$ cat src/rtl/seq_det_arb_pkg.sv
// seq_det_arb_pkg: shared types and constants for the seq_det_arb scheduler.
// Holds the FSM state enum, the default pattern and the count-width helper.
package seq_det_arb_pkg;

  typedef enum logic [1:0] {
    IDLE,
    GRANT,
    SHIFT,
    REPORT
  } state_e;

  localparam int DEF_PAT_W = 4;
  localparam logic [DEF_PAT_W-1:0] DEF_PATTERN = 4'b1011;

  // A frame of frame_w bits can hold at most frame_w hits, so the count
  // needs enough bits to represent frame_w itself.
  function automatic int calc_cnt_w(input int frame_w);
    return $clog2(frame_w + 1);
  endfunction

endpackage

$ cat src/rtl/seq_det_arb_if.sv
// seq_det_arb_if: request/frame bus between the frame producers (master)
// and the scheduler (slave), plus the result strobe going back.
interface seq_det_arb_if #(
  parameter int N_CH = 4,
  parameter int FRAME_W = 8
);
  import seq_det_arb_pkg::*;

  localparam int CH_W = $clog2(N_CH);
  localparam int CNT_W = calc_cnt_w(FRAME_W);

  logic [N_CH-1:0]         req;
  logic [N_CH*FRAME_W-1:0] frame;
  logic [N_CH-1:0]         gnt;
  logic                    busy;
  logic                    done;
  logic [CH_W-1:0]         done_ch;
  logic [CNT_W-1:0]        det_cnt;
  logic                    hit;

  modport master (
    output req, frame,
    input  gnt, busy, done, done_ch, det_cnt, hit
  );

  modport slave (
    input  req, frame,
    output gnt, busy, done, done_ch, det_cnt, hit
  );

endinterface

$ cat src/rtl/seq_det_arb_serial_pat_det.sv
// serial_pat_det: serial pattern detector with overlapping matches.
// History, bits-seen qualifier and hit counter are all cleared by clr_i,
// so nothing carries over from one frame to the next.
module serial_pat_det
  import seq_det_arb_pkg::*;
#(
  parameter int PAT_W = DEF_PAT_W,
  parameter logic [PAT_W-1:0] PATTERN = DEF_PATTERN,
  parameter int CNT_W = 4
) (
  input  logic             clock,
  input  logic             reset,
  input  logic             clr_i,
  input  logic             bit_i,
  input  logic             valid_i,
  output logic [CNT_W-1:0] cnt_o
);
  localparam int QW = $clog2(PAT_W);

  logic [PAT_W-2:0] hist_q;
  logic [QW-1:0]    seen_q;
  logic [CNT_W-1:0] cnt_q;
  logic [PAT_W-1:0] window;
  logic             qualified;

  assign window    = {hist_q, bit_i};
  assign qualified = (seen_q == QW'(PAT_W - 1));
  assign cnt_o     = cnt_q;

  // Shift history, count bits up to PAT_W-1, and count qualified matches.
  always_ff @(posedge clock or negedge reset) begin
    if (!reset) begin
      hist_q <= '0;
      seen_q <= '0;
      cnt_q  <= '0;
    end else if (clr_i) begin
      hist_q <= '0;
      seen_q <= '0;
      cnt_q  <= '0;
    end else if (valid_i) begin
      hist_q <= window[PAT_W-2:0];
      if (!qualified) begin
        seen_q <= seen_q + QW'(1);
      end
      if (qualified && (window == PATTERN)) begin
        cnt_q <= cnt_q + CNT_W'(1);
      end
    end
  end

endmodule

$ cat src/rtl/seq_det_arb.sv
// seq_det_arb: shares one serial pattern detector among N_CH requesters.
// Grants one frame at a time, shifts it MSB-first through the detector and
// reports the hit count with a one-cycle done strobe.
// Build option SEQ_DET_ARB_RR_EN: round-robin selection; when undefined the
// lowest requesting channel always wins.
module seq_det_arb
  import seq_det_arb_pkg::*;
#(
  parameter int N_CH = 4,
  parameter int FRAME_W = 8,
  parameter int PAT_W = DEF_PAT_W,
  parameter logic [PAT_W-1:0] PATTERN = DEF_PATTERN
) (
  input logic          clock,
  input logic          reset,
  seq_det_arb_if.slave bus
);
  localparam int CH_W  = $clog2(N_CH);
  localparam int CNT_W = calc_cnt_w(FRAME_W);
  localparam int SH_W  = $clog2(FRAME_W);

  state_e             state_q;
  logic [CH_W-1:0]    win_q;
  logic [CH_W-1:0]    win_d;
  logic [N_CH-1:0]    gnt_q;
  logic               busy_q;
  logic               done_q;
  logic [FRAME_W-1:0] sreg_q;
  logic [SH_W-1:0]    shCnt_q;
  logic [CNT_W-1:0]   detCnt;
  logic [FRAME_W-1:0] frameArr [N_CH];

`ifdef SEQ_DET_ARB_RR_EN
  logic [CH_W-1:0]    lastGnt_q;
  logic [CH_W-1:0]    rrIdx;
  int                 rrSum;
`endif

  for (genvar g = 0; g < N_CH; g++) begin : g_frame
    assign frameArr[g] = bus.frame[g*FRAME_W +: FRAME_W];
  end

`ifdef SEQ_DET_ARB_RR_EN
  // Pick the first requester after the last granted one, wrapping around.
  always_comb begin
    win_d = '0;
    rrSum = 0;
    rrIdx = '0;
    for (int k = N_CH; k >= 1; k--) begin
      rrSum = int'(lastGnt_q) + k;
      if (rrSum >= N_CH) begin
        rrSum = rrSum - N_CH;
      end
      rrIdx = CH_W'(rrSum);
      if (bus.req[rrIdx]) begin
        win_d = rrIdx;
      end
    end
  end
`else
  // Pick the lowest-numbered requester.
  always_comb begin
    win_d = '0;
    for (int k = N_CH - 1; k >= 0; k--) begin
      if (bus.req[k]) begin
        win_d = CH_W'(k);
      end
    end
  end
`endif

  // Arbiter FSM: grant, load and shift the frame, then strobe the result.
  always_ff @(posedge clock or negedge reset) begin
    if (!reset) begin
      state_q   <= IDLE;
      win_q     <= '0;
      gnt_q     <= '0;
      busy_q    <= 1'b0;
      done_q    <= 1'b0;
      sreg_q    <= '0;
      shCnt_q   <= '0;
`ifdef SEQ_DET_ARB_RR_EN
      lastGnt_q <= CH_W'(N_CH - 1);
`endif
    end else begin
      gnt_q  <= '0;
      done_q <= 1'b0;
      case (state_q)
        IDLE: begin
          if (|bus.req) begin
            state_q <= GRANT;
            win_q   <= win_d;
            gnt_q   <= N_CH'(1) << win_d;
            busy_q  <= 1'b1;
          end
        end
        GRANT: begin
          sreg_q    <= frameArr[win_q];
          shCnt_q   <= '0;
          state_q   <= SHIFT;
`ifdef SEQ_DET_ARB_RR_EN
          lastGnt_q <= win_q;
`endif
        end
        SHIFT: begin
          sreg_q <= sreg_q << 1;
          if (shCnt_q == SH_W'(FRAME_W - 1)) begin
            state_q <= REPORT;
            done_q  <= 1'b1;
          end else begin
            shCnt_q <= shCnt_q + SH_W'(1);
          end
        end
        REPORT: begin
          busy_q  <= 1'b0;
          state_q <= IDLE;
        end
        default: state_q <= IDLE;
      endcase
    end
  end

  serial_pat_det #(
    .PAT_W   (PAT_W),
    .PATTERN (PATTERN),
    .CNT_W   (CNT_W)
  ) u_det (
    .clock   (clock),
    .reset   (reset),
    .clr_i   (state_q == GRANT),
    .bit_i   (sreg_q[FRAME_W-1]),
    .valid_i (state_q == SHIFT),
    .cnt_o   (detCnt)
  );

  assign bus.gnt     = gnt_q;
  assign bus.busy    = busy_q;
  assign bus.done    = done_q;
  assign bus.done_ch = win_q;
  assign bus.det_cnt = detCnt;
  assign bus.hit     = (detCnt != '0);

endmodule

$ cat src/flat_wrapper.sv
// flat-port wrapper written by rule: the top's interface ports become plain ports
module seq_det_arb_flat import seq_det_arb_pkg::*;
#(
  parameter int N_CH = 4,
  parameter int FRAME_W = 8,
  parameter int PAT_W = DEF_PAT_W,
  parameter logic [PAT_W-1:0] PATTERN = DEF_PATTERN
)
  (clock, reset, bus_req, bus_frame, bus_gnt, bus_busy, bus_done, bus_done_ch, bus_det_cnt, bus_hit);
  seq_det_arb_if #(.N_CH(N_CH), .FRAME_W(FRAME_W)) bus_i ();
  input logic clock;
  input logic reset;
  input wire logic [$bits(bus_i.req)-1:0] bus_req;
  input wire logic [$bits(bus_i.frame)-1:0] bus_frame;
  output wire logic [$bits(bus_i.gnt)-1:0] bus_gnt;
  output wire logic [$bits(bus_i.busy)-1:0] bus_busy;
  output wire logic [$bits(bus_i.done)-1:0] bus_done;
  output wire logic [$bits(bus_i.done_ch)-1:0] bus_done_ch;
  output wire logic [$bits(bus_i.det_cnt)-1:0] bus_det_cnt;
  output wire logic [$bits(bus_i.hit)-1:0] bus_hit;
  assign bus_i.req = bus_req;
  assign bus_i.frame = bus_frame;
  assign bus_gnt = bus_i.gnt;
  assign bus_busy = bus_i.busy;
  assign bus_done = bus_i.done;
  assign bus_done_ch = bus_i.done_ch;
  assign bus_det_cnt = bus_i.det_cnt;
  assign bus_hit = bus_i.hit;
  seq_det_arb #(.N_CH(N_CH), .FRAME_W(FRAME_W), .PAT_W(PAT_W), .PATTERN(PATTERN)) u_core (.clock(clock), .reset(reset), .bus(bus_i));
endmodule
$ cat config.mk
export PLATFORM = sky130hd
export DESIGN_NAME = seq_det_arb_flat
export DESIGN_NICKNAME = d
export VERILOG_FILES = /design/src/rtl/seq_det_arb_pkg.sv /design/src/rtl/seq_det_arb_if.sv /design/src/rtl/seq_det_arb_serial_pat_det.sv /design/src/rtl/seq_det_arb.sv /design/src/flat_wrapper.sv
export SDC_FILE = /design/constraint.sdc
export NUM_CORES = 1
export LEC_CHECK = 0
export CORE_ASPECT_RATIO = 1.75
export CORE_MARGIN = 2
export CORE_UTILIZATION = 28
export CTS_CLUSTER_SIZE = 10
export DETAILED_ROUTE_END_ITERATION = 10
export HOLD_SLACK_MARGIN = 0.06
export PLACE_DENSITY = 0.61
export SYNTH_ARGS = -nofsm -noshare
export SYNTH_HDL_FRONTEND = slang
export SYNTH_SLANG_ARGS = --single-unit
$ cat constraint.sdc
create_clock -name clock -period 1.88 [get_ports clock]
set_input_delay 0.376 -clock clock [delete_from_list [all_inputs] [get_ports clock]]
set_output_delay 0.376 -clock clock [all_outputs]
set_load 0.005 [all_outputs]
* Yosys cells after proc, flatten, opt, wreduce, memory -nomap -nowiden *
Cells that the tools add are included.

word-level totals
  bits of input ports = 38
  flip-flop bits (word level) = 30
  output and inout bits = 13
  word-level logic and storage cells = 66

operators by class
  bitwise logic cells = 1
  add/sub/neg operators = 3
  shift-type cells = 1
  magnitude comparators = 1
  equal/unequal tests = 10
  multiplexer cells = 27
  reductions and logical operators = 13

operators by type and width
  kind                                                                count
  4-bit two-way mux                                                   5
  2-bit two-way mux                                                   9
  8-bit binary-select mux with 2-bit select                           1
  8-bit two-way mux                                                   2
  8-bit one-hot mux with 2 select lines                               1
  2-bit AND reduction                                                 6
  3-bit two-way mux                                                   3
  2-bit one-hot mux with 4 select lines                               1
  2-bit equality test (second input constant)                         3
  3-bit one-hot mux with 2 select lines                               1
  2-bit nonzero test                                                  3
  4-bit by 1-bit adder with 4-bit output (second input constant)      1
  4-bit equality test (second input constant)                         1
  2-bit by 1-bit != test with 1-bit output (second input constant)    2
  2-bit != test (second input constant)                               2
  4-bit nonzero test                                                  1
  4-bit OR reduction                                                  1
  1-bit by 2-bit left shift with 4-bit output (first input constant)  1
  3-bit by 1-bit adder with 3-bit output (second input constant)      1
  3-bit equality test (second input constant)                         1
  3-bit >= comparator (second input constant)                         1
  1-bit two-way mux                                                   3
  2-bit inverter with 3-bit output                                    1
  2-bit by 1-bit adder with 2-bit output (second input constant)      1
  other kinds (4)                                                     4

* Longest topological paths before layout *
  depth in word-level cells = 7
  depth in mapped cells = 6
  mapped depth without buffers = 5

* Cells and area by module *
A second synthesis with hierarchy kept.

unflattened totals
  cells, all modules = 144
  area, all modules = 1674.1 sq um

modules (own cells, without submodules)
  module          seq. area each (sq um)  cells an instance  area each (sq um)  instances
  seq_det_arb     525.5                   103                1232.4             1
  serial_pat_det  225.2                   41                 441.7              1

* Least setup slack after synthesis *
No wires, ideal clock.

  kind = reg-to-reg
  from = reg u_core.state_q[0]
  to = reg u_core.busy_q, in the netlist u_core.bus.busy
  buffers on the path = 1
  cell stages (with the launch flop) = 7
  data arrival time = 1.485 ns
  clock period less this slack = 1.552 ns
  setup time = 0.067 ns
  setup slack = 0.328 ns
  required time = 1.813 ns
  path through = dfrtp_1 > inv_1 > ha_1 > clkbuf_2 > or3b_1 > o31ai_1 > a32o_1

between the ends
  cells in the longest elaborated chain, start to end = 3
  elaborated cells between the ends (all ways) = 6
  those cells by class = 2 x eq/ne; 1 x mux; 3 x reduce/logical

ends and longest elaborated chain
  item                                                                                             line                RTL
  start, declared                                                                                  seq_det_arb.sv:22   state_e state_q;
  start signal, assigned                                                                           seq_det_arb.sv:75   state_q <= IDLE;
  start signal, assigned                                                                           seq_det_arb.sv:91   state_q <= GRANT;
  start signal, assigned                                                                           seq_det_arb.sv:100  state_q <= SHIFT;
  2-bit equality test / 2-bit logical NOT (equally long branches)                                  seq_det_arb.sv:88   case (state_q)
  2-bit nonzero test (no line) / 2-bit by 1-bit != test with 1-bit output (equally long branches)  --
  2-bit AND reduction (no line)                                                                    --
  end signal, assigned                                                                             seq_det_arb.sv:78   busy_q <= 1'b0;
  end signal, assigned                                                                             seq_det_arb.sv:94   busy_q <= 1'b1;
  end signal, assigned                                                                             seq_det_arb.sv:115  busy_q <= 1'b0;
  end, declared                                                                                    seq_det_arb.sv:26   logic busy_q;

Parallel ways exist; a longest one is shown, timed or not.
A chain may end at the register's enable or synchronous reset.

* Worst setup path in the final report *
  from = reg u_core.win_q[0], in the netlist u_core.bus.done_ch[0]
  to = out bus_done_ch[0]

RTL lines
  item                    line                RTL
  start, declared         seq_det_arb.sv:23   logic [CH_W-1:0] win_q;
  start signal, assigned  seq_det_arb.sv:92   win_q <= win_d;
  end, declared           flat_wrapper.sv:18  output wire logic [$bits(bus_i.done_ch)-1:0] bus_done_ch;

No word-level cell between the ends.

==> qor.csv <==
metric,value,unit
Place WS,92.6,ps
CORE AREA,6180,um2
leading area contributor after synthesis,dfrtp_1,
"FFs w/ async S/R, synth",100,%
Post-CTS Hold Fix Bufs,0,
synth top area cells,"dfrtp_1, mux2_2, ha_1",
share of the synthesized area in the top cell type,42.3,%
clk slew on worst S/H paths,70,ps
TritonCTS buffer count,5,
worst-margin pin slew,485,ps
io pins,51,
Final min period,1770,ps
Max Freq,0.564,GHz
crit end category,primary output,
Critical Path Fanout Max,17,
Slew HR,67.6,%
post-route core utilization,40.5,%
RSZ-0062 raised after global routing,false,
ANT nets after route,0,
dpl hpwl,3040,um
Core Rows,38,
final WL,4090,um
"Data arrival, critical path",1400,ps
Finished Cell Area,2500,um2
Nets,272,
Post-route DRC,0,
CP Launch Type,flip-flop,
largest net degree at the start of global routing,31,
post-synth cell types,41,
drt wl/cell,13.4,um
"Net Count, Synth",214,
crit path kind,flip-flop to primary output,
R2R Path Start,u_core.state_q[0],
1st-iter DRT viols,54,
setup ws final,107,ps
diodes inserted,0,
CTS max path bufs,2,
Max Clock Skew,6.23,ps
max-cap viol count,0,
Worst IR Drop VDD,0.000929,V
met2 Resource Use GR,23.0,%
Overall Power,3.83,mW
die span in x,64.2,um
GR peak layer,met2,
CTS Sinks,30,
"slowest stage delay, CP",550,ps
Post-Synthesis Cells,166,
met3 Use GR,2.76,%
r2r endpoint,u_core.bus.busy,
Synth Cell Area,1780,um2
all-layer global routing usage,12.5,%
Setup-failing EPs final,0,
setup tns final,0,ps
layout cells sized above 1,15.1,%
M1 GR Usage,13.2,%
Die Y,109,um
gpl congestion,0.743,
Crit-path slowest cell,clkdlybuf4s50_1,
die area,7020,um2
initial antenna violation count,0,
Initial Utilization,28.7,%
status,"complete, no violations",
crit path to,bus_done_ch[0],
CP cell instances,"buf_4, clkdlybuf4s50_1",
Post-synth EDFFs,0,
TritonCTS clock tree,done,
Synth Flop Type,dfrtp_1,
"Clk Latency, worst-skew pair",280,ps
vias per cell,4.97,
placed cell area,2380,um2
Area Overhead vs Synth,40.9,%
FF-to-FF setup slack,170,ps
grt ovf,0,
clock root buffer,clkbuf_8,
first-pass GRT wire length,6800,um
via count,1515,
Hold Crit Class,input port to async pin,
Hold Fails Final Rpt,0,
H-tree levels,2,
Yosys reg bits,30,
static leakage,1.06,nW
router iterations before antenna repair,5,
syn_area_per_cell,10.7,um2
number of global-route vias before repair,1528,
P per Cell Area,1530,nW/um2
Worst Reg2Reg Path Length in Cells,5,
critical path data required time,1500,ps
Syn. warnings,0,
final worst-path cycle share,94.3,%
fin. max-slew vios,0,
Worst Setup SP,u_core.bus.done_ch[0],
sequential fraction of the synthesis area,42.3,%
IO buf count,50,
## cell usage in the layout (no fill, tap or decap), types with 2 or more instances in the layout
| master | count |
|---|---|
| clkdlybuf4s50_1 | 49 |
| dfrtp_1 | 30 |
| mux2_2 | 15 |
| inv_1 | 14 |
| nor2_1 | 13 |
| ha_1 | 10 |
| buf_4 | 10 |
| o21ai_0 | 7 |
| a222oi_1 | 7 |
| a21oi_1 | 7 |
| nor2b_1 | 5 |
| clkbuf_8 | 5 |
| nand2b_1 | 4 |
| nand3b_1 | 4 |
| and2_1 | 3 |
| nor3b_1 | 3 |
| o21a_1 | 3 |
| nand4_1 | 3 |
| o311ai_0 | 3 |
| and3b_1 | 2 |
| o22ai_1 | 2 |
| and3_1 | 2 |
| a22o_1 | 2 |
| nand2_1 | 2 |
| mux2_4 | 2 |
## layout make-up
type	count	area, um2
Fill cell	634	3680
Multi-Input combinational cell	113	912
Sequential cell	30	751
Timing Repair Buffer	60	578
Tap cell	80	100
Clock buffer	6	72.6
Inverter	14	52.6
Clock inverter	2	37.5
## Yosys cell counts (all sizes together), types with 3 or more instances
| library cell | number |
|---|---|
| a21oi | 7 |
| a222oi | 7 |
| and2 | 3 |
| buf | 4 |
| clkbuf | 5 |
| dfrtp | 30 |
| ha | 10 |
| inv | 14 |
| mux2 | 17 |
| nand2b | 4 |
| nand3b | 4 |
| nand4 | 3 |
| nor2 | 13 |
| nor2b | 5 |
| nor3b | 3 |
| o21a | 3 |
| o21ai | 7 |
| o311ai | 3 |
## critical path, delay by kind of cell, from the launching register on
| kind | cells | cell delay, ps |
|---|---|---|
| flops | 1 | 330 |
| buf+inv | 2 | 790 |
## power by group
group	internal (mW)	switching, mW
Clock	0.395	0.254
Combinational	1.08	0.982
Sequential	0.930	0.192
Total	2.40	1.43
## flip-flops by register name (all words and copies together) (netlist names)
register	flops
u_core.sreg_q	8
u_core.bus.gnt	4
u_core.u_det.cnt_o	4
u_core.shCnt_q	3
u_core.u_det.hist_q	3
u_core.bus.done_ch	2
u_core.state_q	2
u_core.u_det.seen_q	2
u_core.bus.busy	1
u_core.bus.done	1
## worst min path at each step
stage,from,endpoint,cells past startpoint,slack [ps]
floorplan,reset,u_core.bus.busy,0,80
global placement,u_core.bus.busy,u_core.bus.busy,1,500
detailed placement,u_core.bus.busy,u_core.bus.busy,1,510
CTS,reset,u_core.u_det.cnt_o[1],2,530
global route,reset,u_core.sreg_q[6],2,530
finish,reset,u_core.sreg_q[6],2,500
## stage by stage
| stage | std cells | hold slack, ps |
|---|---|---|
| detailed placement | 295 | 510 |
| floorplan | 166 | 80.4 |
| finish | 305 | 497 |
| CTS | 305 | 525 |
| global placement | 295 | 496 |
| global route | 305 | 533 |
## layer usage
metal	share of wire, %	wire (um)	up-vias
li1	-	-	722
met1	38	1540	741
met2	56	2300	48
met3	3.9	161	4
met4	2.0	81	0
met5	0	0	-
## cell families after synthesis
logic type      Yosys count  synth area share (%)
simple gates             45                  14.7
compound gates           38                  15.8
flops                    30                  42.3
buf+inv                  23                  6.41
mux                      19                  13.2
fa+ha+maj                10                  7.04
xor+xnor                  1                 0.493
## timing repair
action                                  CTS  global route
setup buffers                             2             0
endpoints found under the setup margin    1             1
gates resized for setup                   0             1
endpoints found under the hold margin     0             0
(Power assumes the default switching activity.)
